$ cat src/rtl/fetch_unit.sv
// Instruction-fetch front end: owns the PC, drives a fixed-latency synchronous ROM,
// tracks in-flight reads and buffers returned words in a credit-limited queue.
module fetch_unit #(
    parameter int                DATA_W   = 32,
    parameter int                ADDR_W   = 8,
    parameter int                INSTR_W  = DATA_W,
    parameter int                ROM_LAT  = 1,
    parameter int                QDEPTH   = ROM_LAT + 1,
    parameter logic [ADDR_W-1:0] RESET_PC = '0
) (
    input  logic               MAX10_CLK1_50,
    input  logic               reset,
    output logic [ADDR_W-1:0]  rom_addr,
    input  logic [INSTR_W-1:0] rom_q,
    output logic [INSTR_W-1:0] instr,
    output logic [ADDR_W-1:0]  instr_pc,
    output logic               instr_valid,
    input  logic               instr_ready,
    input  logic               redir_valid,
    input  logic [1:0]         redir_type,
    input  logic [ADDR_W-1:0]  redir_base_pc,
    input  logic [15:0]        redir_imm,
    input  logic [25:0]        redir_jtarget,
    input  logic [31:0]        redir_reg,
    output logic [ADDR_W-1:0]  link_addr
);
    localparam int PTR_W = (QDEPTH > 1) ? $clog2(QDEPTH) : 1;
    localparam int CNT_W = $clog2(QDEPTH + ROM_LAT + 2) + 1;

    typedef enum logic {RUN = 1'b0, FLUSH = 1'b1} state_t;
    state_t state_q, state_d;

    logic [ADDR_W-1:0]  pc_q, pc_d;
    logic [ADDR_W-1:0]  rom_addr_q, rom_addr_d;
    logic [ROM_LAT-1:0] tag_vld_q, tag_vld_d;
    logic [ADDR_W-1:0]  tag_pc_q [ROM_LAT];
    logic [ADDR_W-1:0]  tag_pc_d [ROM_LAT];
    logic [INSTR_W-1:0] q_instr_q [QDEPTH];
    logic [ADDR_W-1:0]  q_pc_q [QDEPTH];
    logic [PTR_W-1:0]   head_q, head_d, tail_q, tail_d;
    logic [CNT_W-1:0]   count_q, count_d, inflight;
    logic               redirect, issue, push, pop;
    logic [ADDR_W-1:0]  target;
    logic signed [31:0] br_off;
    logic [31:0]        br_full;
    logic               unused_bits;

    function automatic logic [PTR_W-1:0] ptr_inc(input logic [PTR_W-1:0] p);
        return (p == PTR_W'(QDEPTH - 1)) ? '0 : p + 1'b1;
    endfunction

    // Redirect target: branch offsets are signed word counts relative to base+1.
    always_comb begin
        br_off  = {{16{redir_imm[15]}}, redir_imm};
        br_full = 32'(redir_base_pc) + 32'd1 + br_off;
        case (redir_type)
            2'b00:   target = br_full[ADDR_W-1:0];
            2'b01:   target = redir_jtarget[ADDR_W-1:0];
            default: target = redir_reg[ADDR_W-1:0];
        endcase
    end

    assign unused_bits = ^{br_full[31:ADDR_W], redir_jtarget[25:ADDR_W], redir_reg[31:ADDR_W]};

    always_comb begin
        inflight = '0;
        for (int i = 0; i < ROM_LAT; i++) begin
            inflight = inflight + CNT_W'(tag_vld_q[i]);
        end
    end

    // A word popped this cycle frees its slot in time for a fetch issued now.
    assign redirect    = redir_valid && (redir_type != 2'b11);
    assign instr_valid = (count_q != '0);
    assign pop         = instr_valid && instr_ready && !redirect;
    assign push        = tag_vld_q[ROM_LAT-1] && !redirect;
    assign issue       = !reset && !redirect &&
                         ((count_q + inflight) < (CNT_W'(QDEPTH) + CNT_W'(pop)));
    assign rom_addr    = reset ? RESET_PC : (issue ? pc_q : rom_addr_q);

    always_comb begin
        state_d    = redirect ? FLUSH : RUN;
        rom_addr_d = rom_addr;
        pc_d       = pc_q;
        if (redirect) begin
            pc_d = target;
        end else if (issue) begin
            pc_d = pc_q + 1'b1;
        end

        tag_vld_d[0] = issue;
        tag_pc_d[0]  = pc_q;
        for (int i = 1; i < ROM_LAT; i++) begin
            tag_vld_d[i] = tag_vld_q[i-1] && !redirect;
            tag_pc_d[i]  = tag_pc_q[i-1];
        end

        head_d  = head_q;
        tail_d  = tail_q;
        count_d = count_q;
        if (redirect) begin
            head_d  = '0;
            tail_d  = '0;
            count_d = '0;
        end else begin
            if (push) tail_d = ptr_inc(tail_q);
            if (pop)  head_d = ptr_inc(head_q);
            count_d = count_q + CNT_W'(push) - CNT_W'(pop);
        end
    end

    always_ff @(posedge MAX10_CLK1_50) begin
        if (reset) begin
            state_q    <= RUN;
            pc_q       <= RESET_PC;
            rom_addr_q <= RESET_PC;
            tag_vld_q  <= '0;
            head_q     <= '0;
            tail_q     <= '0;
            count_q    <= '0;
        end else begin
            state_q    <= state_d;
            pc_q       <= pc_d;
            rom_addr_q <= rom_addr_d;
            tag_vld_q  <= tag_vld_d;
            head_q     <= head_d;
            tail_q     <= tail_d;
            count_q    <= count_d;
        end
        tag_pc_q <= tag_pc_d;
        if (push) begin
            q_instr_q[tail_q] <= rom_q;
            q_pc_q[tail_q]    <= tag_pc_q[ROM_LAT-1];
        end
    end

    assign instr     = instr_valid ? q_instr_q[head_q] : '0;
    assign instr_pc  = instr_valid ? q_pc_q[head_q] : '0;
    assign link_addr = instr_pc + ADDR_W'(2);

    a_no_overflow: assert property (@(posedge MAX10_CLK1_50) disable iff (reset)
        !(push && !pop && (count_q == CNT_W'(QDEPTH))));
    a_flush_one_cycle: assert property (@(posedge MAX10_CLK1_50) disable iff (reset)
        (state_q == FLUSH && !redirect) |=> (state_q == RUN));
endmodule

$ cat config.mk
export PLATFORM = sky130hd
export DESIGN_NAME = fetch_unit
export DESIGN_NICKNAME = d
export VERILOG_FILES = /design/src/rtl/fetch_unit.sv
export SDC_FILE = /design/constraint.sdc
export NUM_CORES = 1
export LEC_CHECK = 0
export ABC_AREA = 1
export CORE_MARGIN = 3
export CORE_UTILIZATION = 51
export CTS_BUF_LIST = sky130_fd_sc_hd__clkbuf_8
export DETAILED_ROUTE_END_ITERATION = 8
export PLACE_DENSITY = 0.92
export SLEW_MARGIN = 0
export SYNTH_ARGS = -nofsm -noshare
export SYNTH_HDL_FRONTEND = slang
export SYNTH_SLANG_ARGS = --single-unit
$ cat constraint.sdc
create_clock -name MAX10_CLK1_50 -period 5.7 [get_ports MAX10_CLK1_50]
set_input_delay 0.855 -clock MAX10_CLK1_50 [delete_from_list [all_inputs] [get_ports MAX10_CLK1_50]]
set_output_delay 0.855 -clock MAX10_CLK1_50 [all_outputs]
set_load 0.01 [all_outputs]
======== Word-level counts from Yosys, hierarchy flattened ========
Memory sizes are Yosys's and may differ from the RTL's. A register that Yosys moved wholly into a read port is not among the register bits.
Index checks and enable logic that the tools add are counted.
W data, S select, Z words.
storage, ports and cells
  register bits ........................... 31
  memory bits (writable) .................. 80
  memories ................................ 2
operators by class
  add/sub/neg operators ................... 10
  order comparisons ....................... 1
  equal/unequal tests ..................... 2
  muxes and demuxes ....................... 15
  reduce and logical (&&, ||, !) cells .... 12
memories
  memory     depth  width  rd ports  clocked after memory_dff  wr ports  line  source
  q_instr_q  2      32     1         1                         1         38    logic [INSTR_W-1:0] q_instr_q [QDEPTH];
  q_pc_q     2      8      1         1                         1         39    logic [ADDR_W-1:0] q_pc_q [QDEPTH];
operators by type and width
  cell                   count
  $mux W8                5
  $mux W32               1
  $add A8 B1 Y8 const B  2
  $pmux W8 S2            1
  $add A4 B1 Y4          2
  $add A8 B2 Y8 const B  1
  $add A8 B8 Y8          1
  $mux W1                8
  $logic_and A1 B1 Y1    6
  $lt A4 B3 Y1           1
  $reduce_bool A4 Y1     1
  $sub A4 B1 Y4          1
  $add A2 B1 Y3 const A  1
  $add A1 B1 Y1 const B  2
  $eq A2 B1 Y1 const B   1
  $logic_not A1 Y1       2
  $logic_not A2 Y1       1
  $ne A2 B2 Y1 const B   1
  $reduce_bool A2 Y1     1
  $reduce_or A2 Y1       1

======== Logic depth before layout (Yosys ltp) ========
  depth after elaboration ................. 9
  depth in mapped cells ................... 13

======== Worst setup path before layout ========
Ideal clock, no wire load.
  path kind ............................... input port to flip-flop
  from .................................... input port redir_type[0]
  to ...................................... memory q_instr_q[0][0] (netlist name), enable pin
  library setup time ...................... 0.439 ns
  data arrival time ....................... 2.829 ns
  setup slack ............................. 2.432 ns
  stages .................................. 4
  buffers on the path ..................... 0
  cells stage by stage .................... nand2_2 -> nand2_4 -> nand2_1 -> nor2_1
on the way
  longest elaborated chain between the ends .. 6
RTL lines
  element                        line  source
  start: declaration             20    input logic [1:0] redir_type,
  $ne A2 B2 Y1                   73    assign redirect = redir_valid && (redir_type != 2'b11);
  $logic_and A1 B1 Y1            73
  $logic_not A1 Y1               76    assign push = tag_vld_q[ROM_LAT-1] && !redirect;
  $logic_and A1 B1 Y1            76
  $mux W1                        131   if (push) begin
  $mux W1 (not written as such)  132   q_instr_q[tail_q] <= rom_q;
  end: declaration               38
Every way passes these cells.

======== Worst setup path in the final report ========
  from .................................... input port redir_type[1]
  to ...................................... output port rom_addr[4]
on the way
  longest elaborated chain between the ends .. 9
RTL lines
  element                  line    source
  $ne A2 B2 Y1 *           73
  $logic_and A1 B1 Y1 *    73
  $logic_not A1 Y1 *       75, 77
  $logic_and A1 B1 Y1      75      assign pop = instr_valid && instr_ready && !redirect;
  $add A2 B1 Y3            78      ((count_q + inflight) < (CNT_W'(QDEPTH) + CNT_W'(pop)));
  $lt A4 B3 Y1             78
  $logic_and A1 B1 Y1 *    77      assign issue = !reset && !redirect &&
  $mux W8 * (2 in series)  79      assign rom_addr = reset ? RESET_PC : (issue ? pc_q : rom_addr_q);
  end: declaration         13      output logic [ADDR_W-1:0] rom_addr,
Every way passes the cells marked *; elsewhere a longest branch is shown, timed or not.

==> results.md <==
* Global-route wire length before repair at 18800 µm
* CP Cell Sequence: clkdlybuf4s50_1 > nand2_2 > nand2_4 > nand2_4 > nor2_4 > nand2_2 > clkinv_2 > o21ai_0 > a21oi_1 > clkdlybuf4s50_1
* FF-to-FF setup slack at 3.53 ns
* P_int at between 1.5 and 2 mW
* Initial Util at ~53%
* Critical Path Start: redir_type[1]
* GRT Overall Usage at roughly a fifth
* Global route overflow at 0
* WL met3 at a little under 1000 µm
* CTS root buf: clkbuf_8
* Initial antenna violation count at 0
* Logic pwr share at between 40% and 50%
* Hold Path Class: reg -> reg
* Net Switching at roughly 1 mW
* Die W at ~110 µm
* CTS Buf Count at 9
* Placed cell count at 759
* CTS tree: yes
* Number of port buffers at roughly 130
* Minimum clock period at 4.46 ns
* Die Height at roughly 110 µm
* Hold Buf Count CTS at 0
* Met2 wire length at 6150 µm
* Max-slew violations at 0
* Row count at 36
* Worst R2R End: count_q[2]
* Total leakage power at 2.84 nW
* Sequential fraction of the synthesis area at between 50% and 60%
* Total Nets Final at between 700 and 800
* Area Overhead vs Synth at 29.3%
* Slew HR at 24.6%
* Clock tree buffer depth at 2
* Routability cong. at roughly 0.84
* Fmax at roughly 220 MHz
* CP peak stage delay at 0.76 ns
* Die Area at 0.0116 mm²
* Total power at roughly 2.8 mW
* Clock share of power at between 10% and 20%
* Syn Area/Cell at 10.3 µm²
* DR WL/cell at around 15 µm
* Crit-path leading delay family: buffers and inverters
* Synth Flop Type: edfxtp_1
* Outcome: completed
* # resized after CTS at 0
* Post-DP HPWL at 8620 µm
* Register share of total power at a little under two fifths
* Worst path bufs/invs at 3
* CP startpoint kind: primary input
* N_diodes at 0
* Register bit total from synthesis at roughly 110
* Syn_nets at around 650
* Fillcell total at between 700 and 800
* Worst Path Required at between 4 and 5 ns
* Setup crit end: rom_addr[4]
* Power per Cell Area at 413 mW/mm²
* Final Setup Violations at 0
* Fin Hold WS at around 0.4 ns
* Fin Setup TNS at 0 ns
* Number of nets with antenna violations after routing at 0
* Max cap viols at 0
* Share of layout cells above drive strength 1 at 10.9%
* Top routing layer used: met4
* Fin cells at approximately 780
* Peak supply drop at around 0.24 mV
* Crit path DAT at between 3 and 4 ns
* Mapped Area at ~0.0053 mm²
* DR vias/cell at roughly 5.2
* Sw frac at between 30% and 40%
* Worst-Margin Slew at 1.13 ns
* Post-synth EDFFs at 80
* Synth warn at 0
* Register area at 0.00304 mm²
* Worst reg2reg path startpoint: count_q[2]
* Multi-input logic area at between 0.0015 and 0.002 mm²
* Final Hold Violating Endpoints at 0
* Crit-path slowest cell: clkdlybuf4s50_1
* First drt pass iteration count at 5
* Worst r2r path cells at 12
* Post-Syn Instances at a little over 500
* RSZ-0062 raised after global routing: false
* M1 wire length at ~4700 µm
* Pin count of the biggest net entering global routing at 44
* Clock transition at path regs at 0.11 ns
* Via Count at between 4k and 5k
* Core area at between 0.009 and 0.01 mm²
* Latest clock arrival within the worst-skew pair at 0.37 ns
* Ys async rst share at 0%
* Worst-path fanout max at 18
* Clock Skew at ~0.011 ns
* CTS sink cnt at ~110
* Number of DRC markers in iteration 0 at 200
* Vias in the first global route at roughly 3.9k
* # DRC at 0
* I/O pin count at approximately 180
* Setup Crit Path Kind: in -> out
* Crit share post-route at between 70% and 80%
* # Post-CTS Setup Buffers at 0
* Aggregate routed wire length at between 10000 and 15000 µm
* Htree depth at 3
* Stages on worst setup path at 10
* Netlist cell types at 36
* Crit. End Element: output port
[worst min path at each step]
stage | startpoint | endpoint | slack, ns | cells past startpoint
final | pc_q[6] | tag_pc_q[6] | 0.40 | 0
after floorplan | pc_q[3] | tag_pc_q[3] | 0.33 | 0
after detailed placement | pc_q[6] | tag_pc_q[6] | 0.37 | 0
after global placement | pc_q[7] | tag_pc_q[7] | 0.36 | 0
after global routing | pc_q[6] | tag_pc_q[6] | 0.41 | 0
after CTS | pc_q[6] | tag_pc_q[6] | 0.40 | 0
[power by group through the flow]
stage	combinational, mW	clock [mW]	sequential (mW)
3_5_place_dp	1.32	0	1.09
5_1_grt	1.43	0.486	1.08
4_1_cts	1.32	0.457	1.07
2_1_floorplan	0.726	0	1.04
6_report	1.31	0.445	1.07
3_3_place_gp	1.26	0	1.08
[routing by layer]
layer  GRT usage [%]  vias to the layer above
li1                -                     1938
met1            25.6                     1886
met2            36.8                      194
met3            3.78                       18
met4            5.86                        0
met5               0                        -
[cell usage in the layout (no fill, tap or decap), types with 16 or more instances in the layout]
cell / count
a21oi_1: 28
inv_1: 78
nor2_1: 36
ha_1: 18
mux2_2: 35
dfxtp_1: 31
clkdlybuf4s50_1: 126
edfxtp_1: 80
nand3_1: 23
nand2_1: 105
o21ai_0: 16
[synthesized netlist by cell type (all sizes together) (3+ instances only)]
| library cell | instances | share of area (%) |
|---|---|---|
| edfxtp | 80 | 45 |
| nand3 | 23 | 2.2 |
| nor2 | 42 | 3.3 |
| nand2 | 109 | 8.1 |
| mux2 | 35 | 7.5 |
| nand4 | 3 | 0.36 |
| o21ai | 22 | 2.1 |
| xor2 | 7 | 1.2 |
| buf | 15 | 1.8 |
| a21oi | 29 | 2.8 |
| dfxtp | 32 | 12 |
| ha | 18 | 4.3 |
| inv | 79 | 5.6 |
[per-stage QoR]
stage	util, %	worst slack, ns	instance area [µm²]
6_report	68.9	1.24	6830
5_1_grt	68.9	1.06	6830
4_1_cts	68.9	1.30	6830
3_5_place_dp	67.1	1.31	6650
3_3_place_gp	67.1	1.38	6650
2_1_floorplan	-	2.43	5280
[registers in the layout (all words and copies together), names as in the netlist, named ones only]
name        count
q_pc_q         16
count_q         4
q_instr_q      64
pc_q            8
rom_addr_q      8
tag_pc_q        8
head_q          1
tag_vld_q       1
tail_q          1
[final cells by class]
class / count / share of cell area, %
multi-input combinational: 306 / 27.2
inverter: 80 / 4.42
timing repair buffer: 128 / 18.7
sequential: 112 / 44.6
clock inverter: 7 / 0.879
clock buffer: 9 / 1.81
tap: 133 / 2.44
[logic make-up (layout without fill, tap and decap cells)]
logic type,count (synthesis),in the layout,share of synthesized area (%)
and+or+nand+nor,184,184,14.9
DFF,112,112,57.6
buffers and inverters,96,224,7.53
AOI/OAI and AO/OA,56,56,5.64
muxes,37,37,7.84
adders and majority gates,20,20,5.02
xor gates and xnor gates,9,9,1.49
(Power assumes the default switching activity.)
